`config.mk`:
```
export PLATFORM = sky130hd
export DESIGN_NAME = logic_sampler
export DESIGN_NICKNAME = d
export VERILOG_FILES = /design/src/rtl/logic_sampler_pkg.sv /design/src/rtl/sampler_edge_det.sv /design/src/rtl/logic_sampler.sv
export SDC_FILE = /design/constraint.sdc
export NUM_CORES = 1
export LEC_CHECK = 0
export CORE_ASPECT_RATIO = 0.7
export CORE_MARGIN = 1.5
export CORE_UTILIZATION = 45
export DETAILED_ROUTE_END_ITERATION = 7
export PLACE_DENSITY = 0.75
export SLEW_MARGIN = 20
export SYNTH_ARGS = -nofsm -noshare
export SYNTH_HDL_FRONTEND = slang
export SYNTH_SLANG_ARGS = --single-unit
```
`constraint.sdc`:
```
create_clock -name clk_i -period 2.8 [get_ports clk_i]
set_clock_uncertainty 0.15 [all_clocks]
set_input_delay 0.56 -clock clk_i [delete_from_list [all_inputs] [get_ports clk_i]]
set_output_delay 0.56 -clock clk_i [all_outputs]
set_load 0.02 [all_outputs]
```
`src/rtl/logic_sampler_pkg.sv`:
```
// ============================================================================
//  Module   : logic_sampler_pkg
//  Brief    : Shared state encoding and default sizes for the logic sampler.
//  Revision : 1.0 - initial release
// ============================================================================
`default_nettype none

package logic_sampler_pkg;

    localparam int c_CH_DEFAULT = 8;
    localparam int c_AW_DEFAULT = 10;

    typedef enum logic [1:0] {
        IDLE    = 2'd0,
        ARMED   = 2'd1,
        CAPTURE = 2'd2,
        DONE    = 2'd3
    } state_t;

endpackage

`default_nettype wire

```
`src/rtl/sampler_edge_det.sv`:
```
// ============================================================================
//  Module   : sampler_edge_det
//  Brief    : Rising-edge strobe from the divided clock level, with the
//             optional input synchronizer (LOGIC_SAMPLER_SYNC_EN).
//  Revision : 1.0 - initial release
// ============================================================================
`default_nettype none

module sampler_edge_det
    import logic_sampler_pkg::*;
#(
    parameter int CH = c_CH_DEFAULT
) (
    input  logic          clk_i,
    input  logic          rst,
    input  logic          smp_clk_i,
    input  logic [CH-1:0] ch_i,
    output logic          strobe_o,
    output logic [CH-1:0] ch_o
);

    logic          w_smp;
    logic [CH-1:0] w_ch;
    logic          r_smp_q;

`ifdef LOGIC_SAMPLER_SYNC_EN
    // Channels ride the same two stages as the clock so each strobe still
    // lines up with the sample that was on the pins at its edge.
    logic [1:0]    r_smp_sync;
    logic [CH-1:0] r_ch_s1;
    logic [CH-1:0] r_ch_s2;

    always_ff @(posedge clk_i) begin
        if (rst) begin
            r_smp_sync <= '0;
            r_ch_s1    <= '0;
            r_ch_s2    <= '0;
        end else begin
            r_smp_sync <= {r_smp_sync[0], smp_clk_i};
            r_ch_s1    <= ch_i;
            r_ch_s2    <= r_ch_s1;
        end
    end

    assign w_smp = r_smp_sync[1];
    assign w_ch  = r_ch_s2;
`else
    assign w_smp = smp_clk_i;
    assign w_ch  = ch_i;
`endif

    always_ff @(posedge clk_i) begin
        if (rst) begin
            r_smp_q <= 1'b0;
        end else begin
            r_smp_q <= w_smp;
        end
    end

    assign strobe_o = w_smp & ~r_smp_q;
    assign ch_o     = w_ch;

endmodule

`default_nettype wire

```
`src/rtl/logic_sampler.sv`:
```
// ============================================================================
//  Module   : logic_sampler
//  Brief    : Mask/value triggered capture stage feeding the capture RAM.
//             Optional input synchronizer: define LOGIC_SAMPLER_SYNC_EN.
//  Revision : 1.0 - initial release
// ============================================================================
`default_nettype none

module logic_sampler
    import logic_sampler_pkg::*;
#(
    parameter int CH = c_CH_DEFAULT,
    parameter int AW = c_AW_DEFAULT
) (
    input  logic          clk_i,
    input  logic          rst,
    input  logic          smp_clk_i,
    input  logic [CH-1:0] ch_i,
    input  logic          arm_i,
    input  logic          abort_i,
    input  logic [CH-1:0] trig_mask_i,
    input  logic [CH-1:0] trig_val_i,
    input  logic [AW:0]   n_samples_i,
    output logic          wr_en_o,
    output logic [AW-1:0] wr_addr_o,
    output logic [CH-1:0] wr_data_o,
    output logic          busy_o,
    output logic          triggered_o,
    output logic          done_o
);

    localparam logic [AW:0] c_DEPTH = {1'b1, {AW{1'b0}}};
    localparam logic [AW:0] c_ONE   = {{AW{1'b0}}, 1'b1};

    logic          w_strobe;
    logic [CH-1:0] w_ch;
    logic          w_match;
    logic [AW:0]   w_len_in;
    logic [AW:0]   w_cnt_nxt;

    state_t        r_state;
    logic [AW:0]   r_len;
    logic [AW:0]   r_cnt;

    sampler_edge_det #(
        .CH (CH)
    ) u_edge_det (
        .clk_i     (clk_i),
        .rst       (rst),
        .smp_clk_i (smp_clk_i),
        .ch_i      (ch_i),
        .strobe_o  (w_strobe),
        .ch_o      (w_ch)
    );

    assign w_match   = ((w_ch ^ trig_val_i) & trig_mask_i) == '0;
    // A zero or oversize request fills the whole RAM, so addresses never wrap.
    assign w_len_in  = ((n_samples_i == '0) || (n_samples_i > c_DEPTH)) ? c_DEPTH : n_samples_i;
    assign w_cnt_nxt = r_cnt + c_ONE;

    always_ff @(posedge clk_i) begin
        if (rst) begin
            r_state     <= IDLE;
            r_len       <= '0;
            r_cnt       <= '0;
            wr_en_o     <= 1'b0;
            wr_addr_o   <= '0;
            wr_data_o   <= '0;
            busy_o      <= 1'b0;
            triggered_o <= 1'b0;
            done_o      <= 1'b0;
        end else begin
            wr_en_o <= 1'b0;
            if (abort_i) begin
                r_state     <= IDLE;
                busy_o      <= 1'b0;
                done_o      <= 1'b0;
                triggered_o <= 1'b0;
            end else begin
                case (r_state)
                    IDLE, DONE: begin
                        if (arm_i) begin
                            r_state     <= ARMED;
                            r_len       <= w_len_in;
                            r_cnt       <= '0;
                            triggered_o <= 1'b0;
                            busy_o      <= 1'b1;
                            done_o      <= 1'b0;
                        end
                    end
                    ARMED: begin
                        if (w_strobe && w_match) begin
                            triggered_o <= 1'b1;
                            wr_en_o     <= 1'b1;
                            wr_addr_o   <= '0;
                            wr_data_o   <= w_ch;
                            if (r_len == c_ONE) begin
                                r_state <= DONE;
                                busy_o  <= 1'b0;
                                done_o  <= 1'b1;
                            end else begin
                                r_state <= CAPTURE;
                                r_cnt   <= c_ONE;
                            end
                        end
                    end
                    CAPTURE: begin
                        if (w_strobe) begin
                            wr_en_o   <= 1'b1;
                            wr_addr_o <= r_cnt[AW-1:0];
                            wr_data_o <= w_ch;
                            r_cnt     <= w_cnt_nxt;
                            if (w_cnt_nxt == r_len) begin
                                r_state <= DONE;
                                busy_o  <= 1'b0;
                                done_o  <= 1'b1;
                            end
                        end
                    end
                    default: begin
                        r_state <= IDLE;
                        busy_o  <= 1'b0;
                        done_o  <= 1'b0;
                    end
                endcase
            end
        end
    end

endmodule

`default_nettype wire

```
==> out/metrics.json <==
{
  "critical_path.max_fanout": {"value": 5},
  "worst_min_path_class": {"value": "reg2reg"},
  "finalNetCount": {"value": 408},
  "first_global_vias": {"value": 2190},
  "synth_warnings": {"value": 0},
  "hold_path.startpoint": {"value": "wr_addr_o[9]"},
  "final_util": {"value": 64.9, "unit": "%"},
  "combPwrFrac": {"value": 18.4, "unit": "%"},
  "maximum_capacitance_violations": {"value": 0},
  "die_h": {"value": 64.2, "unit": "um"},
  "seqPwrFrac": {"value": 51.0, "unit": "%"},
  "hold_buffers": {"value": 0},
  "pin_count": {"value": 62},
  "leakagePower": {"value": 1.33, "unit": "nW"},
  "vias_per_cell": {"value": 5.50},
  "timing.rr.start": {"value": "r_state[0]"},
  "status": {"value": "complete, no violations"},
  "slowest_stage": {"value": "sky130_fd_sc_hd__clkdlybuf4s50_1"},
  "worst_path_arrival_time": {"value": 2.81, "unit": "ns"},
  "timing.final.hold_violations": {"value": 0},
  "tightest_slew": {"value": 0.506, "unit": "ns"},
  "groute.usage.overall": {"value": 23.0, "unit": "%"},
  "peakVddDrop": {"value": 243, "unit": "uV"},
  "number_of_antenna_violations_at_the_first_check_in_global_routing": {"value": 0},
  "timing.critical_path.from_type": {"value": "input pin"},
  "cts_tree": {"value": "done"},
  "dp_hpwl": {"value": 4.72, "unit": "mm"},
  "critical_path_required": {"value": 2.88, "unit": "ns"},
  "route.detailed.wl_per_inst": {"value": 14.8, "unit": "um"},
  "drt_pass1_iterations": {"value": 4},
  "die_w": {"value": 90.5, "unit": "um"},
  "postLayoutCellArea": {"value": 3380, "unit": "um^2"},
  "ant_nets": {"value": 0},
  "final_layout_size_suffix_gt1_share": {"value": 12.6, "unit": "%"},
  "placed_area": {"value": 3230, "unit": "um^2"},
  "worst_slack": {"value": 0.0759, "unit": "ns"},
  "synth_edf_count": {"value": 0},
  "htree_levels": {"value": 2},
  "postSynthCellCount": {"value": 286},
  "post-place-cells": {"value": 427},
  "path_cells": {"value": "clkdlybuf4s50_1 -> xor2_1 -> a222oi_1 -> buf_4 -> and3_1 -> a22oi_2 -> or2_4 -> or4_4 -> a21oi_2"},
  "filler_cell_count": {"value": 444},
  "timing.final.crit_share": {"value": 97.3, "unit": "%"},
  "clk_latency": {"value": 0.30, "unit": "ns"},
  "n_antenna_cell": {"value": 0},
  "max-clock-path-buffers": {"value": 2},
  "drcViolationCount": {"value": 0},
  "cts_root_buf": {"value": "sky130_fd_sc_hd__clkbuf_8"},
  "die-area": {"value": 5810, "unit": "um^2"},
  "ys_types": {"value": 50},
  "grt.overflow.total": {"value": 0},
  "start_util": {"value": 46.3, "unit": "%"},
  "async_flop_share": {"value": 0, "unit": "%"},
  "syn_area": {"value": 2410, "unit": "um^2"},
  "min_to": {"value": "wr_addr_o[9]"},
  "critPathCaptureType": {"value": "flop"},
  "reg2reg_setup_slack": {"value": 0.22, "unit": "ns"},
  "intPower": {"value": 0.00101, "unit": "W"},
  "sw_frac_of_total": {"value": 25.5, "unit": "%"},
  "synth.avg_cell_area": {"value": 8.43, "unit": "um^2"},
  "synth.net_count": {"value": 329},
  "setup.worst_path.start": {"value": "trig_val_i[7]"},
  "drt_iter0_drc": {"value": 200},
  "worst_setup_hold_path_clk_slew": {"value": 0.08, "unit": "ns"},
  "power.density_cell_area": {"value": 402, "unit": "nW/um^2"},
  "cts.sink_count": {"value": 47},
  "fin_tns_setup": {"value": 0, "unit": "ns"},
  "hold_path_depth": {"value": 1},
  "area_growth": {"value": 40.1, "unit": "%"},
  "largest_incremental_delay_on_the_critical_path": {"value": 0.42, "unit": "ns"},
  "routed_wirelength": {"value": 6.48, "unit": "mm"},
  "crit_type": {"value": "in2reg"},
  "share_clk_of_total_power": {"value": 30.6, "unit": "%"},
  "timing.rr.end": {"value": "r_cnt[5]"},
  "fmax": {"value": 367, "unit": "MHz"},
  "pre_cts_ws": {"value": -0.386, "unit": "ns"},
  "dominantRegCellSynth": {"value": "sky130_fd_sc_hd__dfxtp_1"},
  "path_delay_family": {"value": "simple AND/OR/NAND/NOR gates"},
  "layout.cells.most_common_list": {"value": "sky130_fd_sc_hd__clkdlybuf4s50_1, sky130_fd_sc_hd__dfxtp_1, sky130_fd_sc_hd__nor2_1, sky130_fd_sc_hd__buf_4, sky130_fd_sc_hd__a21oi_1"},
  "layout_commonest_cell": {"value": "sky130_fd_sc_hd__clkdlybuf4s50_1"},
  "final-max-slew-violation-count": {"value": 0},
  "core-area": {"value": 5200, "unit": "um^2"},
  "first_pass_grt_wire_length": {"value": 10.5, "unit": "mm"},
  "ff_latch_count_synth": {"value": 47},
  "rows": {"value": 22},
  "ff2ff_path_depth": {"value": 9},
  "yosysSeqAreaShare": {"value": 39.0, "unit": "%"},
  "gp_congestion": {"value": 0.910},
  "worst-path-buf-inv": {"value": 2},
  "placement.io_buffers": {"value": 61},
  "routed-via-count": {"value": 2404},
  "worst_slew_margin_rel": {"value": 65.8, "unit": "%"},
  "final-setup-viol-count": {"value": 0},
  "p_switching": {"value": 0.000346, "unit": "W"},
  "final_period_minus_worst_setup_slack": {"value": 2.72, "unit": "ns"},
  "fin_cells": {"value": 437},
  "grt_start_max_net_pins": {"value": 23},
  "number_of_clock_buffers_inserted_by_tritoncts": {"value": 5}
}
## power groups by stage
stage | clock network [W] | logic [W] | registers (W)
floorplan | 0 | 0.000103 | 0.000713
global placement | 0 | 0.000231 | 0.000708
detailed placement | 0 | 0.000237 | 0.000708
CTS | 0.000422 | 0.000238 | 0.000693
global route | 0.000460 | 0.000268 | 0.000696
finish | 0.000415 | 0.000250 | 0.000693
## per-stage QoR
stage	hold slack, ns	total power, W
4_1_cts	0.330	0.00135
2_1_floorplan	0.319	0.000816
3_5_place_dp	0.303	0.000945
5_1_grt	0.360	0.00142
6_report	0.326	0.00136
3_3_place_gp	0.305	0.000940
## cell usage after synthesis (2+ instances only)
cell / count / share of area (%)
sky130_fd_sc_hd__buf_2: 4 / 0.83
sky130_fd_sc_hd__nand2b_1: 4 / 1.0
sky130_fd_sc_hd__or3b_1: 3 / 1.1
sky130_fd_sc_hd__xor2_1: 12 / 4.4
sky130_fd_sc_hd__nor4_1: 4 / 1.0
sky130_fd_sc_hd__nor2_1: 34 / 5.3
sky130_fd_sc_hd__nor3b_1: 8 / 2.5
sky130_fd_sc_hd__a31oi_1: 2 / 0.52
sky130_fd_sc_hd__o22ai_1: 2 / 0.52
sky130_fd_sc_hd__or4_1: 3 / 0.93
sky130_fd_sc_hd__nand4_1: 4 / 1.0
sky130_fd_sc_hd__ha_1: 3 / 1.6
sky130_fd_sc_hd__mux2i_1: 8 / 3.3
sky130_fd_sc_hd__nand2_1: 8 / 1.2
sky130_fd_sc_hd__inv_1: 8 / 1.2
sky130_fd_sc_hd__a21oi_1: 27 / 5.6
sky130_fd_sc_hd__or2_2: 2 / 0.52
sky130_fd_sc_hd__clkbuf_1: 12 / 1.9
sky130_fd_sc_hd__nor2b_1: 5 / 1.3
sky130_fd_sc_hd__o21ai_0: 15 / 3.1
sky130_fd_sc_hd__or3_1: 6 / 1.6
sky130_fd_sc_hd__dfxtp_1: 47 / 39
sky130_fd_sc_hd__xnor2_1: 10 / 3.6
sky130_fd_sc_hd__a22oi_1: 6 / 1.9
sky130_fd_sc_hd__nand3_1: 7 / 1.5
sky130_fd_sc_hd__nand3b_1: 2 / 0.62
sky130_fd_sc_hd__nor3_1: 4 / 0.83
sky130_fd_sc_hd__a22o_1: 10 / 3.6
sky130_fd_sc_hd__and3_1: 5 / 1.3
## area by class of cell
class                      count  area, um^2  share of cell area [%]
clock buffer                   6        82.6                    2.45
clock inverter                 1        5.00                   0.148
inverter                       8        30.0                   0.889
multi-input combinational    214        1400                    41.4
sequential                    47         941                    27.9
tap                           72        90.1                    2.67
timing repair buffer          89         830                    24.6
## state kept, by name, indices dropped and copies added (netlist names), 2 cells and up
name and count:
r_cnt 11, r_len 11, wr_addr_o 10, wr_data_o 8, r_state 2
## worst max-delay path by stage
stage | to | cells past startpoint | slack, ns
6_report | r_cnt[5] | 9 | 0.08
5_1_grt | r_cnt[5] | 9 | -0.02
4_1_cts | r_cnt[5] | 9 | 0.006
3_5_place_dp | r_cnt[5] | 9 | -0.39
3_3_place_gp | r_cnt[8] | 9 | -0.27
2_1_floorplan | wr_addr_o[0] | 8 | 0.16
## repair_timing
action	4_1_cts	5_1_grt
gates cloned	0	1
setup buffers	0	2
gates resized for setup	1	10
pin swaps	1	3
setup endpoints to repair	5	20
## per-layer routing
| metal | vias up | part of all wire [%] | GRT usage (%) |
|---|---|---|---|
| met1 | 1128 | 49 | 31.4 |
| li1 | 1183 | - | - |
| met2 | 86 | 42 | 33.9 |
| met3 | 7 | 7.7 | 6.79 |
| met5 | - | 0 | 0 |
| met4 | 0 | 1.1 | 8.53 |
## cell families (layout without fill, tap and decap cells)
| kind of cell | Yosys count | after routing | share of synthesized area (%) |
|---|---|---|---|
| AND/OR/NAND/NOR | 104 | 105 | 23.4 |
| multiplexers | 8 | 8 | 3.32 |
| AO/OA/AOI/OAI | 76 | 76 | 20.2 |
| buffers and inverters | 26 | 104 | 4.41 |
| XOR/XNOR | 22 | 22 | 8.00 |
| flip-flops | 47 | 47 | 39.0 |
| adder cells (fa/ha/maj) | 3 | 3 | 1.56 |
Note: power is estimated with default switching activity, not from simulation.
